--- src/rtl/mem_seq_pkg.sv ---
`default_nettype none
// ============================================================================
//  Module      : mem_seq_pkg
//  Description : Shared definitions for the byte-wide memory sequencer.
//                Holds the sequencer state enum, the data_width code points,
//                the beat-count function and the alignment test.
//  Options     : MEM_SEQ_ALIGN_CHECK_EN (is_misaligned is only used when
//                this macro is defined)
//  Revision    : 1.0  initial release
// ============================================================================
package mem_seq_pkg;

    typedef enum logic [1:0] {
        IDLE  = 2'd0,
        BUSY  = 2'd1,
        DRAIN = 2'd2,
        DONE  = 2'd3
    } state_t;

    // data_width code points; any code not listed here behaves as a word
    localparam logic [2:0] c_DW_WORD   = 3'b000;
    localparam logic [2:0] c_DW_HALF_S = 3'b001;
    localparam logic [2:0] c_DW_BYTE_S = 3'b010;
    localparam logic [2:0] c_DW_HALF_U = 3'b101;
    localparam logic [2:0] c_DW_BYTE_U = 3'b110;

    // Number of one-byte memory beats needed for an access of width dw.
    function automatic logic [2:0] beat_count(input logic [2:0] dw);
        case (dw)
            c_DW_HALF_S, c_DW_HALF_U: beat_count = 3'd2;
            c_DW_BYTE_S, c_DW_BYTE_U: beat_count = 3'd1;
            default:                  beat_count = 3'd4;
        endcase
    endfunction

    // Halves must sit on even addresses, words on multiples of four.
    function automatic logic is_misaligned(input logic [2:0] dw,
                                           input logic [1:0] addr_lo);
        case (beat_count(dw))
            3'd2:    is_misaligned = addr_lo[0];
            3'd4:    is_misaligned = (addr_lo != 2'b00);
            default: is_misaligned = 1'b0;
        endcase
    endfunction

endpackage
`default_nettype wire

--- src/rtl/mem_seq_if.sv ---
`default_nettype none
// ============================================================================
//  Module      : mem_seq_if
//  Description : Pipeline-side request/response bus of the memory sequencer.
//                master = pipeline (issues requests), slave = mem_seq.
//  Signals     : req_valid, req_write, data_width[2:0], addr[31:0],
//                wdata[31:0]                          (master -> slave)
//                stall, rdata[31:0], rdata_valid,
//                misaligned                           (slave -> master)
//  Revision    : 1.0  initial release
// ============================================================================
interface mem_seq_if;

    logic        req_valid;
    logic        req_write;
    logic [2:0]  data_width;
    logic [31:0] addr;
    logic [31:0] wdata;
    logic        stall;
    logic [31:0] rdata;
    logic        rdata_valid;
    logic        misaligned;

    modport master (
        output req_valid, req_write, data_width, addr, wdata,
        input  stall, rdata, rdata_valid, misaligned
    );

    modport slave (
        input  req_valid, req_write, data_width, addr, wdata,
        output stall, rdata, rdata_valid, misaligned
    );

endinterface
`default_nettype wire

--- src/rtl/load_ext.sv ---
`default_nettype none
// ============================================================================
//  Module      : load_ext
//  Description : Combinational sign/zero extender for assembled load data.
//  Ports       : i_data_width[2:0]  width code of the load
//                i_raw[31:0]        little-endian assembled bytes
//                o_ext[31:0]        extended result
//  Revision    : 1.0  initial release
// ============================================================================
module load_ext
    import mem_seq_pkg::*;
(
    input  wire logic [2:0]  i_data_width,
    input  wire logic [31:0] i_raw,
    output logic      [31:0] o_ext
);

    always_comb begin
        o_ext = i_raw;
        case (i_data_width)
            c_DW_HALF_S: o_ext = {{16{i_raw[15]}}, i_raw[15:0]};
            c_DW_HALF_U: o_ext = {16'h0000, i_raw[15:0]};
            c_DW_BYTE_S: o_ext = {{24{i_raw[7]}}, i_raw[7:0]};
            c_DW_BYTE_U: o_ext = {24'h000000, i_raw[7:0]};
            c_DW_WORD:   o_ext = i_raw;
            default:     o_ext = i_raw;
        endcase
    end

endmodule
`default_nettype wire

--- src/rtl/mem_seq.sv ---
`default_nettype none
// ============================================================================
//  Module      : mem_seq
//  Description : Sequences byte/half/word loads and stores onto a single-
//                ported, byte-wide, synchronous-read memory, one byte per
//                cycle. Loads are assembled little-endian and extended.
//  Ports       : clk, rst            clock, asynchronous active-high reset
//                bus (slave)         request/response bus (mem_seq_if)
//                mem_en, mem_we      byte-memory enable / write enable
//                mem_addr[31:0]      byte-memory address
//                mem_wdata[7:0]      byte-memory write data
//                mem_rdata[7:0]      byte-memory read data (1-cycle latency)
//  Options     : MEM_SEQ_ALIGN_CHECK_EN - reject misaligned halves/words in
//                one cycle with a misaligned pulse instead of running beats
//  Revision    : 1.0  initial release
// ============================================================================
module mem_seq
    import mem_seq_pkg::*;
(
    input  wire logic        clk,
    input  wire logic        rst,
    mem_seq_if.slave         bus,
    output logic             mem_en,
    output logic             mem_we,
    output logic [31:0]      mem_addr,
    output logic [7:0]       mem_wdata,
    input  wire logic [7:0]  mem_rdata
);

    state_t      r_state;
    logic [2:0]  r_cnt;
    logic [31:0] r_addr;
    logic [31:0] r_wdata;
    logic        r_write;
    logic [2:0]  r_width;
    logic [31:0] r_asm;
    logic [31:0] r_rdata;
    logic        r_rdata_valid;
`ifdef MEM_SEQ_ALIGN_CHECK_EN
    logic        r_misaligned;
`endif

    logic [2:0]  w_beats;
    logic        w_last_beat;
    logic        w_capture;
    logic [1:0]  w_lane;
    logic        w_accept_misaligned;
    logic [31:0] w_asm;
    logic [31:0] w_ext;

    assign w_beats     = beat_count(r_width);
    assign w_last_beat = (r_cnt == (w_beats - 3'd1));

    // Read data trails its beat by one cycle, so the byte on mem_rdata
    // belongs to lane cnt-1 whenever at least one read beat has been issued.
    // In DRAIN cnt equals N, which lands on the final lane.
    assign w_capture = ((r_state == BUSY) && (r_cnt != 3'd0)) || (r_state == DRAIN);
    assign w_lane    = r_cnt[1:0] - 2'd1;

    always_comb begin
        w_asm = r_asm;
        if (w_capture) begin
            w_asm[{w_lane, 3'b000} +: 8] = mem_rdata;
        end
    end

    // Extension runs on the merged value so DRAIN can commit the final
    // result, including the last byte, straight into rdata.
    load_ext u_load_ext (
        .i_data_width (r_width),
        .i_raw        (w_asm),
        .o_ext        (w_ext)
    );

`ifdef MEM_SEQ_ALIGN_CHECK_EN
    assign w_accept_misaligned = is_misaligned(bus.data_width, bus.addr[1:0]);
`else
    assign w_accept_misaligned = 1'b0;
`endif

    always_ff @(posedge clk or posedge rst) begin
        if (rst) begin
            r_state       <= IDLE;
            r_cnt         <= 3'd0;
            r_addr        <= 32'd0;
            r_wdata       <= 32'd0;
            r_write       <= 1'b0;
            r_width       <= 3'd0;
            r_asm         <= 32'd0;
            r_rdata       <= 32'd0;
            r_rdata_valid <= 1'b0;
`ifdef MEM_SEQ_ALIGN_CHECK_EN
            r_misaligned  <= 1'b0;
`endif
        end else begin
            case (r_state)
                IDLE: begin
                    r_rdata_valid <= 1'b0;
                    if (bus.req_valid) begin
                        r_addr  <= bus.addr;
                        r_wdata <= bus.wdata;
                        r_write <= bus.req_write;
                        r_width <= bus.data_width;
                        r_cnt   <= 3'd0;
                        r_asm   <= 32'd0;
                        if (w_accept_misaligned) begin
                            // rejected access: no beats, rdata untouched
                            r_state       <= DONE;
                            r_rdata_valid <= 1'b1;
`ifdef MEM_SEQ_ALIGN_CHECK_EN
                            r_misaligned  <= 1'b1;
`endif
                        end else begin
                            r_state <= BUSY;
                        end
                    end
                end

                BUSY: begin
                    r_cnt <= r_cnt + 3'd1;
                    if (w_capture) begin
                        r_asm <= w_asm;
                    end
                    if (w_last_beat) begin
                        if (r_write) begin
                            r_state       <= DONE;
                            r_rdata_valid <= 1'b1;
                        end else begin
                            r_state <= DRAIN;
                        end
                    end
                end

                DRAIN: begin
                    r_rdata       <= w_ext;
                    r_rdata_valid <= 1'b1;
                    r_state       <= DONE;
                end

                DONE: begin
                    r_rdata_valid <= 1'b0;
`ifdef MEM_SEQ_ALIGN_CHECK_EN
                    r_misaligned  <= 1'b0;
`endif
                    r_state       <= IDLE;
                end

                default: begin
                    r_state <= IDLE;
                end
            endcase
        end
    end

    // Memory side is a pure decode of the registered state, so reset
    // silences it in the same instant it is asserted.
    assign mem_en    = (r_state == BUSY);
    assign mem_we    = mem_en & r_write;
    assign mem_addr  = mem_en ? (r_addr + {29'd0, r_cnt}) : 32'd0;
    assign mem_wdata = mem_en ? r_wdata[{r_cnt[1:0], 3'b000} +: 8] : 8'd0;

    // The accept cycle already stalls, so the pipeline never advances past
    // an instruction whose access has not completed.
    assign bus.stall = ~rst & (((r_state == IDLE) & bus.req_valid) |
                               (r_state == BUSY) | (r_state == DRAIN));
    assign bus.rdata       = r_rdata;
    assign bus.rdata_valid = r_rdata_valid;
`ifdef MEM_SEQ_ALIGN_CHECK_EN
    assign bus.misaligned  = r_misaligned;
`else
    assign bus.misaligned  = 1'b0;
`endif

endmodule
`default_nettype wire

--- src/flat_wrapper.sv ---
// flat-port wrapper written by rule: the top's interface ports become plain ports
module mem_seq_flat import mem_seq_pkg::*;
  (clk, rst, mem_en, mem_we, mem_addr, mem_wdata, mem_rdata, bus_req_valid, bus_req_write, bus_data_width, bus_addr, bus_wdata, bus_stall, bus_rdata, bus_rdata_valid, bus_misaligned);
  mem_seq_if bus_i ();
  input  wire logic clk;
  input  wire logic rst;
  output logic mem_en;
  output logic mem_we;
  output logic [31:0] mem_addr;
  output logic [7:0] mem_wdata;
  input  wire logic [7:0] mem_rdata;
  input wire logic [$bits(bus_i.req_valid)-1:0] bus_req_valid;
  input wire logic [$bits(bus_i.req_write)-1:0] bus_req_write;
  input wire logic [$bits(bus_i.data_width)-1:0] bus_data_width;
  input wire logic [$bits(bus_i.addr)-1:0] bus_addr;
  input wire logic [$bits(bus_i.wdata)-1:0] bus_wdata;
  output wire logic [$bits(bus_i.stall)-1:0] bus_stall;
  output wire logic [$bits(bus_i.rdata)-1:0] bus_rdata;
  output wire logic [$bits(bus_i.rdata_valid)-1:0] bus_rdata_valid;
  output wire logic [$bits(bus_i.misaligned)-1:0] bus_misaligned;
  assign bus_i.req_valid = bus_req_valid;
  assign bus_i.req_write = bus_req_write;
  assign bus_i.data_width = bus_data_width;
  assign bus_i.addr = bus_addr;
  assign bus_i.wdata = bus_wdata;
  assign bus_stall = bus_i.stall;
  assign bus_rdata = bus_i.rdata;
  assign bus_rdata_valid = bus_i.rdata_valid;
  assign bus_misaligned = bus_i.misaligned;
  mem_seq u_core (.clk(clk), .rst(rst), .bus(bus_i), .mem_en(mem_en), .mem_we(mem_we), .mem_addr(mem_addr), .mem_wdata(mem_wdata), .mem_rdata(mem_rdata));
endmodule
--- config.mk ---
export PLATFORM = sky130hd
export DESIGN_NAME = mem_seq_flat
export DESIGN_NICKNAME = d
export VERILOG_FILES = /design/src/rtl/mem_seq_pkg.sv /design/src/rtl/mem_seq_if.sv /design/src/rtl/load_ext.sv /design/src/rtl/mem_seq.sv /design/src/flat_wrapper.sv
export SDC_FILE = /design/constraint.sdc
export NUM_CORES = 1
export LEC_CHECK = 0
export BUFFER_PORTS_ARGS = -buffer_cell sky130_fd_sc_hd__buf_2
export CORE_MARGIN = 5
export CORE_UTILIZATION = 50
export DETAILED_ROUTE_END_ITERATION = 12
export PLACE_DENSITY = 0.77
export SLEW_MARGIN = 15
export SYNTH_ARGS = -nofsm -noshare
export SYNTH_HDL_FRONTEND = slang
export SYNTH_SLANG_ARGS = --single-unit
--- constraint.sdc ---
create_clock -name clk -period 4.12 [get_ports clk]
set_input_delay 0.618 -clock clk [delete_from_list [all_inputs] [get_ports clk]]
set_output_delay 0.618 -clock clk [all_outputs]
set_load 0.1 [all_outputs]
# After elaboration in Yosys (flattened, before gate mapping)
# Cells that the tools add are included.
# classes
mux	18
n_eq_ne	12
n_reduce_logical	13
shift	3
bitwise	6
add_sub_neg	5
# ops
cell	n
2-to-1 mux 32 bit	4
one-hot mux 32 bit (4 select lines)	1
one-hot mux 32 bit (2 select lines)	1
adder 32 x 3 -> 32 bit	1
bitwise mux 32 bit	1
variable shift 8 x 7 -> 32 bit, first input constant	1
variable part select 32 x 6 -> 8 bit	1
variable part select 8 x 7 -> 32 bit	1
one-hot mux 3 bit (2 select lines)	2
2-to-1 mux 8 bit	1
!= test 2 bit, second input constant	4
one-hot mux 2 bit (4 select lines)	1
AND reduction 2 bit	4
negation 5 -> 7 bit	1
equality test 3 bit, second input constant	2
OR reduction 2 bit	3
equality test 2 bit, second input constant	2
2-to-1 mux 2 bit	2
adder 3 x 1 -> 3 bit, second input constant	1
bitwise AND 1 bit	3
equality test 3 x 1 -> 1 bit, second input constant	1
equality test 3 x 2 -> 1 bit, second input constant	1
equality test 3 bit	1
2-to-1 mux 1 bit	3
13 further kinds	14
# word_totals
out_inout_bits	77
elab_cells	66
register_bits	138
inputBits	79

# Longest topological paths before layout
# Gate-level depths: netlist (run 1).
# logic_depth
ltp_word	7
mapped_depth	13
depth_no_buf	8

# By module
# A second synthesis (run 1) with hierarchy kept.
# hier_totals
cells_unflattened	711
area_unflattened_um2	7795.0
# modules_own_cells
mod	n_inst	area_each_um2	seq_area_each_um2	cells_per_inst
mem_seq	1	7194.4	3453.3	624
load_ext	1	600.6	0.0	87

# Worst setup path after synthesis (run 1)
# No wires, ideal clock.
# synth_path
path_type	reg-to-output
startpoint	reg u_core.r_state[1]
endpoint	out mem_addr[2]
path_stages_with_launch	7
arrival_ns	3.937
slack_ns	-0.435
path_buffers	2
t_required_ns	3.502
cell_sequence	dfrtp_1 inv_1 ha_1 clkbuf_1 inv_1 clkbuf_1 nor3_1
# synth_between
elab_chain_cells	2
# synth_rtl
item	line_no	source
start, declared	mem_seq.sv:30	state_t r_state;
start signal, assigned	mem_seq.sv:83	r_state <= IDLE;
start signal, assigned	mem_seq.sv:108	r_state <= DONE;
start signal, assigned	mem_seq.sv:114	r_state <= BUSY;
equality test 2 x 1 -> 1 bit	mem_seq.sv:157	assign mem_en = (r_state == BUSY);
net mem_en	flat_wrapper.sv:7	output logic mem_en;
2-to-1 mux 32 bit	mem_seq.sv:159	assign mem_addr = mem_en ? (r_addr + {29'd0, r_cnt}) : 32'd0;
end, declared	flat_wrapper.sv:9	output logic [31:0] mem_addr;
# The timed path passes the listed nets, and every way through them passes these cells.

# Worst setup path after layout (run 1)
# layout_path
startpoint	reg u_core.r_addr[0]
endpoint	out mem_addr[14]
# layout_between
elab_chain_cells	2
# layout_rtl
item	line_no	source
start, declared	mem_seq.sv:32	logic [31:0] r_addr;
start signal, assigned	mem_seq.sv:100	r_addr <= bus.addr;
adder 32 x 3 -> 32 bit	mem_seq.sv:159	
2-to-1 mux 32 bit	mem_seq.sv:159	
# No other way between the ends.

==> impl_metrics.json, run 1 <==
{
  "dieHeight_um": 130,
  "ctsHoldBuffers": 0,
  "io_buffers": 154,
  "critical_path.startpoint_type": "flop",
  "fp.dieW_um": 130,
  "ctsResizeCount": 0,
  "drc": 0,
  "grt_pass1_vias": 5474,
  "final_common_cell": "buf_2",
  "worst_pin_slew_ns": 1.09,
  "ant_nets": 0,
  "relSlewSlack": 0.274,
  "synth_seq_area_share": 0.482,
  "holdWs_ns": 0.374,
  "track_usage": 0.216,
  "cap_viol_max_count": 0,
  "fin_cells": 1021,
  "grt_max_degree": 48,
  "fin_nets": 921,
  "syn_area_um2": 7170,
  "maxSlewViolCount": 0,
  "coreArea_um2": 14000,
  "setup_viol": 0,
  "rsz0062_at_grt": "no",
  "grt_first_pass_wirelength_mm": 28.5,
  "synth.avg_cell_area_um2": 10.5,
  "grt_util_met2": 0.351,
  "finalClockSkew_ns": 0.0149,
  "place_area_um2": 8220,
  "synthArstFlopShare": 1.00,
  "dr.pass1.iters": 4,
  "syn-num-nets": 775,
  "area_growth_pct": 22.8,
  "synth-edff-count": 0,
  "drt_iter0_drc": 382,
  "dp_hpwl_mm": 12.6,
  "n_fill_cell": 1145,
  "stdcell_area_um2": 8810,
  "final.setup.tns_ns": 0,
  "yosys_warnings": 0,
  "cts_sinks": 138,
  "max_freq_ghz": 0.268,
  "period_minus_slack_ns": 3.73,
  "synth_cell_types": 51,
  "clk_latency_ns": 0.42,
  "gp_congestion": 0.857,
  "via_count": 5494,
  "endpoint_kind": "primary output",
  "cts-root-buf": "clkbuf_16",
  "tritoncts": "done",
  "post_cts_buffers": 0,
  "synthCells": 681,
  "worstPathArrival_ns": 3.11,
  "cts_buffer_depth": 2,
  "ys.flop_type": "dfrtp_1",
  "hold_class": "in -> async",
  "final_cell_mix": "buf_2, dfrtp_1, nor2_1",
  "vias_per_cell": 5.38,
  "num_io_pins": 156,
  "path_max_fanout": 12,
  "clk_pin_slew_worst_paths_ns": 0.06,
  "criticalPathCategory": "reg -> out",
  "busiest_layer": "met2",
  "die_area_um2": 16800,
  "wire_per_inst_um": 17.0,
  "status": "finished, final reports clean",
  "dp.cells": 988,
  "cp.required_ns": 3.50,
  "antenna_found_initial": 2,
  "grt_util_met3": 0.0675,
  "drive_above_1_share": 0.347,
  "hold_violations": 0,
  "rows": 43,
  "routed_wl_mm": 17.3,
  "grt-ovfl-total": 0,
  "synth-seq-cells": 138,
  "cts.htree.levels": 4,
  "gr-usage-met1": 0.280,
  "post-route-period-util": 0.904,
  "cts_inserted_buffers": 17,
  "initial_utilization": 0.513
}
-- logic make-up (layout without fill, tap and decap cells) --
family	Yosys count	after routing	share of synthesized area
XOR/XNOR	27	27	0.0330
multiplexers	89	89	0.150
flip-flops	138	138	0.482
AND/OR/NAND/NOR	250	250	0.162
adder cells (fa/ha/maj)	15	15	0.0272
AO/OA/AOI/OAI	104	104	0.107
other	1	3	0.000523
buffers and inverters	57	215	0.0377
-- flip-flops by register name (all words and copies together) (netlist names) --
signal	cells
u_core.r_asm	32
u_core.bus.rdata	32
u_core.r_width	3
u_core.r_state	2
u_core.r_cnt	3
u_core.r_wdata	32
u_core.bus.rdata_valid	1
u_core.r_write	1
u_core.r_addr	32
-- per-layer routing --
metal | vias up | wire length, µm
met2 | 163 | 8540
met3 | 18 | 1210
met4 | 0 | 245
met1 | 2645 | 7340
met5 | - | 0
li1 | 2668 | -
-- cell usage after synthesis (2+ instances only) --
master,count,area share
o21ai_0,30,0.021
mux2i_1,11,0.015
a21oi_2,5,0.0061
buf_6,3,0.0047
a31oi_1,21,0.018
a22o_1,9,0.011
and4_1,3,0.0037
a21oi_1,6,0.0042
nor4_1,8,0.0070
ha_1,14,0.024
nor2b_1,11,0.0096
nor2_1,83,0.043
inv_1,18,0.0094
mux4_2,8,0.025
o21ai_1,5,0.0035
o22a_1,8,0.0098
o31ai_1,2,0.0021
a31oi_4,3,0.0089
nor3_1,9,0.0063
xor2_1,7,0.0086
buf_2,4,0.0028
nor3b_1,4,0.0042
a21oi_4,2,0.0045
nand4_1,3,0.0026
nand2_1,64,0.034
mux2_2,70,0.11
nand3_1,33,0.023
and2_1,12,0.010
a21o_1,3,0.0031
dfrtp_1,138,0.48
o2111ai_1,3,0.0037
o21a_1,2,0.0021
and3_1,2,0.0017
xnor2_1,20,0.024
nand2b_1,11,0.0096
buf_4,3,0.0031
or3_1,4,0.0035
clkbuf_1,19,0.0099
buf_1,8,0.0042
-- final timing paths --
kind / startpoint / end / slack (ns) / cells past startpoint
min in group clk: bus_wdata[10] / u_core.r_wdata[10] / 0.43 / 2
setup reg to reg: u_core.r_cnt[0] / u_core.bus.rdata[29] / 1.20 / 9
setup / recovery: u_core.r_addr[0] / mem_addr[14] / 0.39 / 8
max in group asynchronous: rst / u_core.r_wdata[0] / 2.70 / 3
hold reg to reg: u_core.r_asm[9] / u_core.r_asm[9] / 0.48 / 2
hold / removal: rst / u_core.r_width[1] / 0.37 / 2
-- layout make-up --
type | instances | area [µm²] | area share
clock buffer | 20 | 467 | 0.0530
antenna | 2 | 5.00 | 0.000568
tap | 180 | 225 | 0.0256
clock inverter | 11 | 121 | 0.0138
multi-input combinational | 486 | 3450 | 0.392
sequential | 138 | 3450 | 0.392
inverter | 18 | 71.3 | 0.00810
timing repair buffer | 166 | 1010 | 0.115
-- metrics by stage --
step | setup slack, ns | utilization
floorplan | -0.0108 | -
global placement | 0.943 | 0.587
detailed placement | 0.898 | 0.587
CTS | 0.445 | 0.629
global route | 0.211 | 0.630
finish | 0.394 | 0.630
-- worst max-delay path: stages, from the launching register on --
cell       delay, ns
dfrtp_1         0.34
ha_1            0.15
inv_1           0.05
fa_1            0.37
nor2b_1         0.31
o2111ai_1       0.49
or3_1           0.49
a21oi_1         0.26
buf_12          0.22
Power of run 1 is left out: the tool's default activity adds up to more than one toggle a clock period on the data nets, which glitch-free logic cannot reach.
==> run 2, diff against run 1 <==
--- a/config.mk
+++ b/config.mk
@@ -9,7 +9,7 @@
 export CORE_MARGIN = 5
 export CORE_UTILIZATION = 50
 export DETAILED_ROUTE_END_ITERATION = 12
-export PLACE_DENSITY = 0.77
+export PLACE_DENSITY = 0.88
 export SLEW_MARGIN = 15
 export SYNTH_ARGS = -nofsm -noshare
 export SYNTH_HDL_FRONTEND = slang
==> run 2 against run 1 <==
Final cell count down 0.20%. Via count up 2.5%. Register-to-register slack worse by 0.10 ns. Worst hold slack worse by 0.097 ns. Sequential share of layout area down 0.37 points. Cell area up 0.95%. Count of clock-buffer cells in the layout down 2. Largest cell class unchanged.
==> impl_metrics.json, run 2 (synthesis gave the netlist of run 1 again) <==
{
  "endpoint_kind": "primary output",
  "die_area_um2": 16800,
  "via_count": 5630,
  "multi_input_area_um2": 3450,
  "rows": 43,
  "cts.htree.levels": 4,
  "fp.dieW_um": 130,
  "fin_nets": 920,
  "utilization": 0.636,
  "hold_violations": 0,
  "cp.required_ns": 3.50,
  "dp_hpwl_mm": 12.4,
  "antenna_found_initial": 0,
  "wire_per_inst_um": 17.1,
  "coreArea_um2": 14000,
  "grt_first_pass_wirelength_mm": 28.1,
  "cpPeakStageDelay_ns": 0.52,
  "ff_latch_area_um2": 3450,
  "area_growth_pct": 24.0,
  "io_buffers": 154,
  "ant_nets": 0,
  "num_io_pins": 156,
  "track_usage": 0.214,
  "relSlewSlack": 0.272,
  "gp_congestion": 0.873,
  "clk_latency_ns": 0.43,
  "path_max_fanout": 11,
  "vias_per_cell": 5.53,
  "fin_cells": 1019,
  "criticalPathCategory": "reg -> out",
  "initial_utilization": 0.513,
  "cp_slowest_cell": "o2111ai_1",
  "worst_pin_slew_ns": 1.09,
  "drive_above_1_share": 0.346,
  "drt_iter0_drc": 451,
  "setup_viol": 0,
  "cts_buffer_depth": 2,
  "rsz0062_at_grt": "no",
  "crit_family": "simple AND/OR/NAND/NOR gates",
  "clk_pin_slew_worst_paths_ns": 0.06,
  "crit_chain": "ha_1 -> and3_1 -> o2111ai_1 -> nor3_2 -> or3b_1 -> mux2i_1 -> buf_12",
  "grt_max_degree": 85,
  "ctsResizeCount": 0,
  "status": "finished, final reports clean",
  "worstPathArrival_ns": 3.19,
  "hold_class": "in -> async",
  "period_minus_slack_ns": 3.80,
  "dp.cells": 986,
  "post-route-period-util": 0.923,
  "grt_pass1_vias": 5571,
  "critical_path.startpoint_type": "flop",
  "max_freq_ghz": 0.263,
  "stdcell_area_um2": 8890,
  "drc": 0,
  "cts_sinks": 138,
  "place_area_um2": 8220,
  "path_buf_inv": 1,
  "maxSlewViolCount": 0,
  "post_cts_buffers": 0,
  "final_cell_mix": "buf_2, dfrtp_1, nor2_1",
  "n_fill_cell": 1101,
  "tritoncts": "done",
  "finalClockSkew_ns": 0.00685,
  "final_common_cell": "buf_2",
  "routed_wl_mm": 17.4,
  "ctsHoldBuffers": 0,
  "grt-ovfl-total": 0,
  "dr.pass1.iters": 4,
  "cts_inserted_buffers": 17,
  "cts-root-buf": "clkbuf_16",
  "antenna_cells": 0,
  "dieHeight_um": 130,
  "cap_viol_max_count": 0
}
[run 2: worst min-delay path: stages]
cell	delay [ns]
buf_2	0.12
clkinvlp_4	0.07
buf_4	0.29
[run 2: final timing paths]
path / startpoint / to / slack, ns / cells after the start
setup / recovery: u_core.r_cnt[2] / mem_addr[31] / 0.32 / 7
hold / removal: rst / u_core.bus.rdata[7] / 0.28 / 3
setup reg to reg: u_core.r_cnt[0] / u_core.bus.rdata[30] / 1.10 / 9
hold reg to reg: u_core.r_asm[15] / u_core.r_asm[15] / 0.48 / 2
max in group asynchronous: rst / u_core.bus.rdata[10] / 3.24 / 4
min in group clk: bus_wdata[18] / u_core.r_wdata[18] / 0.42 / 2
[run 2: per-layer routing]
layer | vias up | GRT usage | routed length (µm)
li1 | 2663 | - | -
met1 | 2700 | 0.262 | 6910
met2 | 227 | 0.353 | 8640
met3 | 40 | 0.0712 | 1380
met4 | 0 | 0.0819 | 476
met5 | - | 0 | 0
[run 2: through the flow]
stage | TNS, ns | hold slack, ns | setup slack [ns]
2_1_floorplan | -0.0216 | 0.449 | -0.0108
3_3_place_gp | 0 | 0.460 | 0.848
3_5_place_dp | 0 | 0.470 | 0.797
4_1_cts | 0 | 0.407 | 0.281
5_1_grt | 0 | 0.282 | 0.0181
6_report | 0 | 0.278 | 0.316
[run 2: area by class of cell]
| class | count | share of cell area |
|---|---|---|
| repair buffers | 165 | 0.117 |
| flip-flops and latches | 138 | 0.388 |
| clock buffers | 18 | 0.0483 |
| clock inverters | 14 | 0.0248 |
| multi-input cells | 486 | 0.388 |
| inverters | 18 | 0.00802 |
| well taps | 180 | 0.0253 |
Power of run 2 is left out for the same reason.
